`config.mk`:
```
export PLATFORM = sky130hd
export DESIGN_NAME = mtm_alu_deserializer
export DESIGN_NICKNAME = d
export VERILOG_FILES = /design/src/rtl/mtm_alu_deserializer.sv
export SDC_FILE = /design/constraint.sdc
export NUM_CORES = 1
export LEC_CHECK = 0
export ABC_AREA = 1
export CAP_MARGIN = 20
export CORE_MARGIN = 5
export CORE_UTILIZATION = 50
export CTS_CLUSTER_SIZE = 24
export DETAILED_ROUTE_END_ITERATION = 10
export MAX_ROUTING_LAYER = met4
export PLACE_DENSITY = 0.73
export SETUP_SLACK_MARGIN = 0.05
export SLEW_MARGIN = 40
export SYNTH_ARGS = -nofsm -noshare
export SYNTH_HDL_FRONTEND = slang
export SYNTH_SLANG_ARGS = --single-unit
```
`constraint.sdc`:
```
create_clock -name clk -period 7.45 [get_ports clk]
set_input_delay 1.49 -clock clk [delete_from_list [all_inputs] [get_ports clk]]
set_output_delay 1.49 -clock clk [all_outputs]
set_load 0.1 [all_outputs]
```
`src/rtl/mtm_alu_deserializer.sv`:
```
// Serial receive front-end of mtm_Alu: collects 8 data frames plus 1 command frame from sin,
// validates framing, byte count, CRC-4 and opcode, then emits one operand set or one error report.
module mtm_alu_deserializer #(
  parameter int IDLE_TIMEOUT = 64
) (
  input  logic        clk,
  input  logic        rst_n,
  input  logic        sin,
  output logic [31:0] b_out,
  output logic [31:0] a_out,
  output logic [2:0]  op_out,
  output logic        data_valid,
  output logic [2:0]  err_out,
  output logic        err_valid
);

  localparam int TW = $clog2(IDLE_TIMEOUT + 1);
  localparam logic [TW-1:0] IDLE_LIM = TW'(IDLE_TIMEOUT - 1);

  typedef enum logic [2:0] {
    S_IDLE,
    S_TYPE,
    S_PAYLOAD,
    S_STOP,
    S_REPORT
  } state_t;

  state_t        r_state;
  state_t        w_next;
  logic          r_type;
  logic [7:0]    r_shift;
  logic [2:0]    r_bit_cnt;
  logic [63:0]   r_ba;
  logic [3:0]    r_count;
  logic [TW-1:0] r_idle_cnt;
  logic [31:0]   r_b;
  logic [31:0]   r_a;
  logic [2:0]    r_op;
  logic [2:0]    r_err;
  logic          r_dv;
  logic          r_ev;
  logic [3:0]    w_crc;
  logic          w_crc_ok;
  logic          w_op_ok;

  // Serial CRC-4 (x^4+x+1, init 0) unrolled so it settles within the STOP cycle.
  function automatic logic [3:0] crc4_calc(input logic [67:0] d);
    logic [3:0] c;
    c = 4'b0000;
    for (int i = 67; i >= 0; i--) begin
      c = {c[2:0], 1'b0} ^ ({4{c[3] ^ d[i]}} & 4'b0011);
    end
    return c;
  endfunction

  assign w_crc    = crc4_calc({r_ba, 1'b1, r_shift[6:4]});
  assign w_crc_ok = (w_crc == r_shift[3:0]);
  // Legal opcodes 000,001,100,101 are exactly those with OP[1]==0.
  assign w_op_ok  = ~r_shift[5];

  always_ff @(posedge clk) begin
    if (!rst_n) r_state <= S_IDLE;
    else        r_state <= w_next;
  end

  always_comb begin
    w_next = r_state;
    case (r_state)
      S_IDLE:    if (!sin) w_next = S_TYPE;
      S_TYPE:    w_next = S_PAYLOAD;
      S_PAYLOAD: if (r_bit_cnt == 3'd0) w_next = S_STOP;
      S_STOP:    w_next = (!sin || r_type) ? S_REPORT : S_IDLE;
      S_REPORT:  w_next = S_IDLE;
      default:   w_next = S_IDLE;
    endcase
  end

  always_ff @(posedge clk) begin
    if (!rst_n) begin
      r_type     <= 1'b0;
      r_shift    <= '0;
      r_bit_cnt  <= '0;
      r_ba       <= '0;
      r_count    <= '0;
      r_idle_cnt <= '0;
      r_b        <= '0;
      r_a        <= '0;
      r_op       <= '0;
      r_err      <= '0;
      r_dv       <= 1'b0;
      r_ev       <= 1'b0;
    end else begin
      r_dv <= 1'b0;
      r_ev <= 1'b0;
      case (r_state)
        S_TYPE: begin
          r_type    <= sin;
          r_bit_cnt <= 3'd7;
        end
        S_PAYLOAD: begin
          r_shift   <= {r_shift[6:0], sin};
          r_bit_cnt <= r_bit_cnt - 3'd1;
        end
        S_STOP: begin
          if (!sin) begin
            r_ev    <= 1'b1;
            r_err   <= 3'b100;
            r_count <= '0;
          end else if (!r_type) begin
            r_ba <= {r_ba[55:0], r_shift};
            if (r_count != 4'd9) r_count <= r_count + 4'd1;
          end else begin
            r_count <= '0;
            r_b     <= r_ba[63:32];
            r_a     <= r_ba[31:0];
            r_op    <= r_shift[6:4];
            if (r_count != 4'd8) begin
              r_ev  <= 1'b1;
              r_err <= 3'b100;
            end else if (!w_crc_ok) begin
              r_ev  <= 1'b1;
              r_err <= 3'b010;
            end else if (!w_op_ok) begin
              r_ev  <= 1'b1;
              r_err <= 3'b001;
            end else begin
              r_dv  <= 1'b1;
              r_err <= 3'b000;
            end
          end
        end
        default: ;
      endcase
      // A stalled partial message is dropped after IDLE_TIMEOUT idle-high clocks.
      if (r_state == S_IDLE && sin && r_count != 4'd0) begin
        if (r_idle_cnt == IDLE_LIM) begin
          r_idle_cnt <= '0;
          r_count    <= '0;
        end else begin
          r_idle_cnt <= r_idle_cnt + 1'b1;
        end
      end else begin
        r_idle_cnt <= '0;
      end
    end
  end

  assign b_out      = r_b;
  assign a_out      = r_a;
  assign op_out     = r_op;
  assign data_valid = r_dv;
  assign err_out    = r_err;
  assign err_valid  = r_ev;

endmodule

```
Word level (Yosys, flattened, before mapping)
Index checks and enable logic that the tools add are counted.

operators by class
  multiplexer cells = 22
  reductions and logical operators = 15
  equal/unequal tests = 10
  $add $sub $neg = 3
  bitwise operators = 139

operators with widths
  cell                 count
  $xor 4x2->4          66
  $xor 1x1->1          64
  $mux 4               6
  $mux 3               6
  $pmux 3 s4           1
  $ne 4x4->1 const B   2
  $add 7x1->7 const B  1
  $eq 7x6->1 const B   1
  $mux 1               7
  $not 1->1            7
  $eq 3x2->1 const B   2
  $logic_not 3->1      2
  $pmux 3 s2           1
  $reduce_and 2->1     3
  $reduce_and 3->1     2
  $reduce_or 6->1      1
  $add 4x1->4 const B  1
  $eq 4x4->1           1
  $ne 2x2->1 const B   2
  $reduce_bool 4->1    1
  $eq 3x1->1 const B   1
  $reduce_or 3->1      1
  $sub 3x1->3 const B  1
  $xor 3x2->3          1
  other kinds (7)      8

word-level totals
  logic and storage cells = 202
  input port bits = 3
  output and inout bits = 72
  register bits = 162

Longest topological paths before layout
  depth after elaboration = 137
  depth in mapped cells = 73
  mapped depth without buffers = 73

Worst setup path after synthesis
OpenSTA, ideal clock, no wires.

  path type = register to register
  start = reg r_ba[62]
  end = reg r_ev, in the netlist err_valid
  required time = 7.338 ns
  path slack = 2.466 ns
  clock period less this slack = 4.984 ns
  cell stages (with the launch flop) = 68
  setup time = 0.112 ns
  buffers on the path = 0
  arrival time = 4.872 ns
  path through = dfxtp_1 inv_2 nand2_1 nand2_2 nand2_1 nand3_1 nand2_2 nand2_2 nand2_2 inv_2 nand2_1 nand2_2 nand2_2 nand2_2 nand2_2 inv_1 nor2_2 nand2_2 [32 not listed] nand2_1 nand2_1 nand2_1 nand2_1 nand2_1 nand2_1 nand2_2 inv_2 nand2_2 nand2_2 nand2_1 nand2_1 nand2_1 nand2_1 nor2_2 nand3_2 nor2_1 nor2_1

between the ends
  longest elaborated chain between the ends = 94
  elaborated cells on any way between the ends = 135
  classes of those cells = 1 x eq/ne; 4 x mux; 130 x bitwise

RTL lines
  item                        RTL line  source
  start: declaration          33        logic [63:0] r_ba;
  start signal: assignment    110       r_ba <= {r_ba[55:0], r_shift};
  $xor 3x2->3 *               51        c = {c[2:0], 1'b0} ^ ({4{c[3] ^ d[i]}} & 4'b0011);
  $xor 4x2->4 * (2 in a row)  51
  $xor 1x1->1                 51
  $xor 4x2->4 * (3 in a row)  51
  $xor 1x1->1                 51
  $xor 4x2->4 * (3 in a row)  51
  $xor 1x1->1                 51
  $xor 4x2->4 * (3 in a row)  51
  [69 not listed]             --
  $xor 4x2->4 * (3 in a row)  51
  $xor 1x1->1                 51
  $xor 4x2->4 *               51
  $eq 4x4->1 *                57        assign w_crc_ok = (w_crc == r_shift[3:0]);
  $mux 1 *                    120       end else if (!w_crc_ok) begin
  $mux 1 *                    117       if (r_count != 4'd8) begin
  $mux 1 *                    109       end else if (!r_type) begin
  $mux 1 *                    105       if (!sin) begin
  end signal: assignment      106       r_ev <= 1'b1;
  end signal: assignment      118       r_ev <= 1'b1;
  end signal: assignment      121       r_ev <= 1'b1;
  end: declaration            41        logic r_ev;

Every way passes the cells marked *; elsewhere a longest branch is shown, timed or not.
A chain may end at the register's enable or synchronous reset.

Worst setup path in the final report
Ends and elaborated chain as after synthesis.

==> impl_results.md <==
- Post_cts resized: 0
- Area grow syn2layout: 13.7%
- Post-synth cell types: 28
- Die Height: 138 µm
- Synth top area share: 39.5%
- Net Count, Synth: 1221
- Crit. End Element: flip-flop
- Diodes inserted: 0
- CP peak stage delay: 420 ps
- Most used cell, CP: nand2_1
- Cell area after layout: 9340 µm²
- Max Clock Freq: 169 MHz
- H-tree depth: 4
- Ports: 75
- Setup WS pre-CTS: 1610 ps
- Multi-input gate area: 4280 µm²
- Clock sinks: 162
- Gr usage total: 20.8%
- Register area: 3240 µm²
- Yosys top cell by area: dfxtp_1
- WP data arrival: 6260 ps
- Crit path max fanout: 6
- Tmin final: 5930 ps
- Post-synthesis async set-or-reset flop share: 0%
- CTS tree: yes
- Clock Path Buffers: 2
- Number of global-route vias before repair: 6995
- Overflow after GRT: 0
- Via count: 7770
- Fin Hold WS: 449 ps
- Setup violators final: 0
- Worst Path Buf+Inv: 4
- Final ANT Viol Nets: 0
- Placed cell area: 8740 µm²
- Outcome: complete, no violations
- Worst r2r dst: err_valid
- Critical Path Start: r_ba[62]
- TritonRoute pass-1 iters: 6
- First-pass GRT wire length: 33300 µm
- Wire per inst: 13.0 µm
- Critical Path RT: 7780 ps
- Hold Path Class: reg -> reg
- Hold Violations, Final: 0
- Die Footprint: 19100 µm²
- Critical path class: reg -> reg
- Fin worst setup slack: 1520 ps
- RSZ-0062 raised after global routing: false
- Final WL: 19400 µm
- Worst clock skew: 9.98 ps
- TritonCTS Buffers: 17
- Reg2reg setup slack: 1520 ps
- Hold depth: 1
- Delay-heaviest family, CP: simple AND/OR/NAND/NOR gates
- Initial antenna violation count: 0
- Final HPWL DP: 14000 µm
- Core Box Area: 16000 µm²
- Synthesized cell area: 8210 µm²
- Post-synth EDFFs: 0
- Post-Synthesis Cells: 1212
- CTS hold repair buffers: 0
- Max-cap violations: 0
- GPL Wtd Cong: 0.863
- Least-Margin Pin Slew: 747 ps
- Commonest non-fill, non-tap cell in the layout: nand2_1
- Commonest cells after routing, fill and taps aside: nand2_1 (259), dfxtp_1 (162), nand3_1 (149)
- Clk Latency, worst-skew pair: 430 ps
- Drt drc: 0
- Setup TNS Final: 0 ps
- Setup Buffers After CTS: 0
- Register area share after synthesis: 39.5%
- Starting Density: 51.3%
- RR Startpoint: r_ba[62]
- Port bufs: 74
- End of the worst hold path: r_idle_cnt[0]
- Synthesis warning total: 0
- Final period utilization: 79.6%
- Site Rows: 46
- Max_slew headroom: 50.2%
- Worst setup SP type: flip-flop
- Via/cell ratio: 5.20
- Clk root buf: clkbuf_16
- Final Max Tran Viols: 0
- Top cells by area, synth: dfxtp_1 (40%), nand2_1 (12%), nand3_1 (9.1%), o21ai_0 (8.9%), a21oi_1 (8.5%)
- Main synth FF type: dfxtp_1
- Nets: 1274
- Filler Cell Count: 1554
- Mean Syn Cell Area: 6.77 µm²
- Clk slew on worst S/H paths: 60 ps
- Layout cells sized above 1: 18.2%
- Critical path depth: 63
- Hold path startpoint: r_idle_cnt[0]
- Largest net degree at the start of global routing: 124
- CP max-delay cell: dfxtp_1
- R2R depth: 63
- Initial DRC Count: 556
- Die X: 138 µm
- Yosys reg bits: 162
synthesized netlist by cell type (all sizes together) (2+ instances only):
library cell,instances
a221oi,2
ha,6
a22oi,2
clkbuf,44
dfxtp,162
xor2,9
nand3,163
nand2,339
nor2,42
inv,143
nor3,6
o21ai,147
a21oi,140
cells by family after synthesis:
logic type | share of synthesized area, %
XOR/XNOR | 1.16
AO/OA/AOI/OAI | 18.1
adder cells (fa/ha/maj) | 0.914
flip-flops | 39.5
AND/OR/NAND/NOR | 31.7
buffers and inverters | 8.60
cell type report:
| type | instances | share of cell area, % |
|---|---|---|
| Clock buffer | 22 | 4.97 |
| Clock inverter | 10 | 1.42 |
| Inverter | 144 | 5.79 |
| Multi-Input combinational cell | 862 | 45.8 |
| Sequential cell | 162 | 34.7 |
| Tap cell | 216 | 2.89 |
| Timing Repair Buffer | 78 | 4.41 |
worst max path at each step:
| stage | endpoint | slack [ps] |
|---|---|---|
| 2_1_floorplan | err_valid | 2470 |
| 3_3_place_gp | err_valid | 1720 |
| 3_5_place_dp | err_valid | 1610 |
| 4_1_cts | err_valid | 1570 |
| 5_1_grt | err_valid | 550 |
| 6_report | err_valid | 1520 |
metal layers:
| layer | vias up | GRT usage (%) | share of wire [%] |
|---|---|---|---|
| li1 | 4081 | - | - |
| met1 | 3506 | 27.8 | 49 |
| met2 | 151 | 32.3 | 46 |
| met3 | 32 | 4.07 | 4.2 |
| met4 | 0 | 6.14 | 1.4 |
| met5 | - | - | 0 |
sequential cells by signal, indices dropped and copies added, names as in the netlist, 4 cells and up:
name,flops
r_ba,64
a_out,32
b_out,32
r_shift,8
r_idle_cnt,7
r_count,4
worst reg2reg max path, delay by kind of cell (launching register included):
kind,cells,cell delay (ps)
buffers and inverters,4,270
and+or+nand+nor,59,5130
DFF,1,420
stage by stage:
stage                     utilization (%)  std cells
final                                58.4       1494
after global routing                 58.4       1494
after CTS                            58.3       1494
after detailed placement             54.6       1462
after global placement               56.8       1462
after floorplan                         -       1212
Power is not shown: default switching activity piles up to over one toggle a cycle in this logic, so the estimate is an artifact.
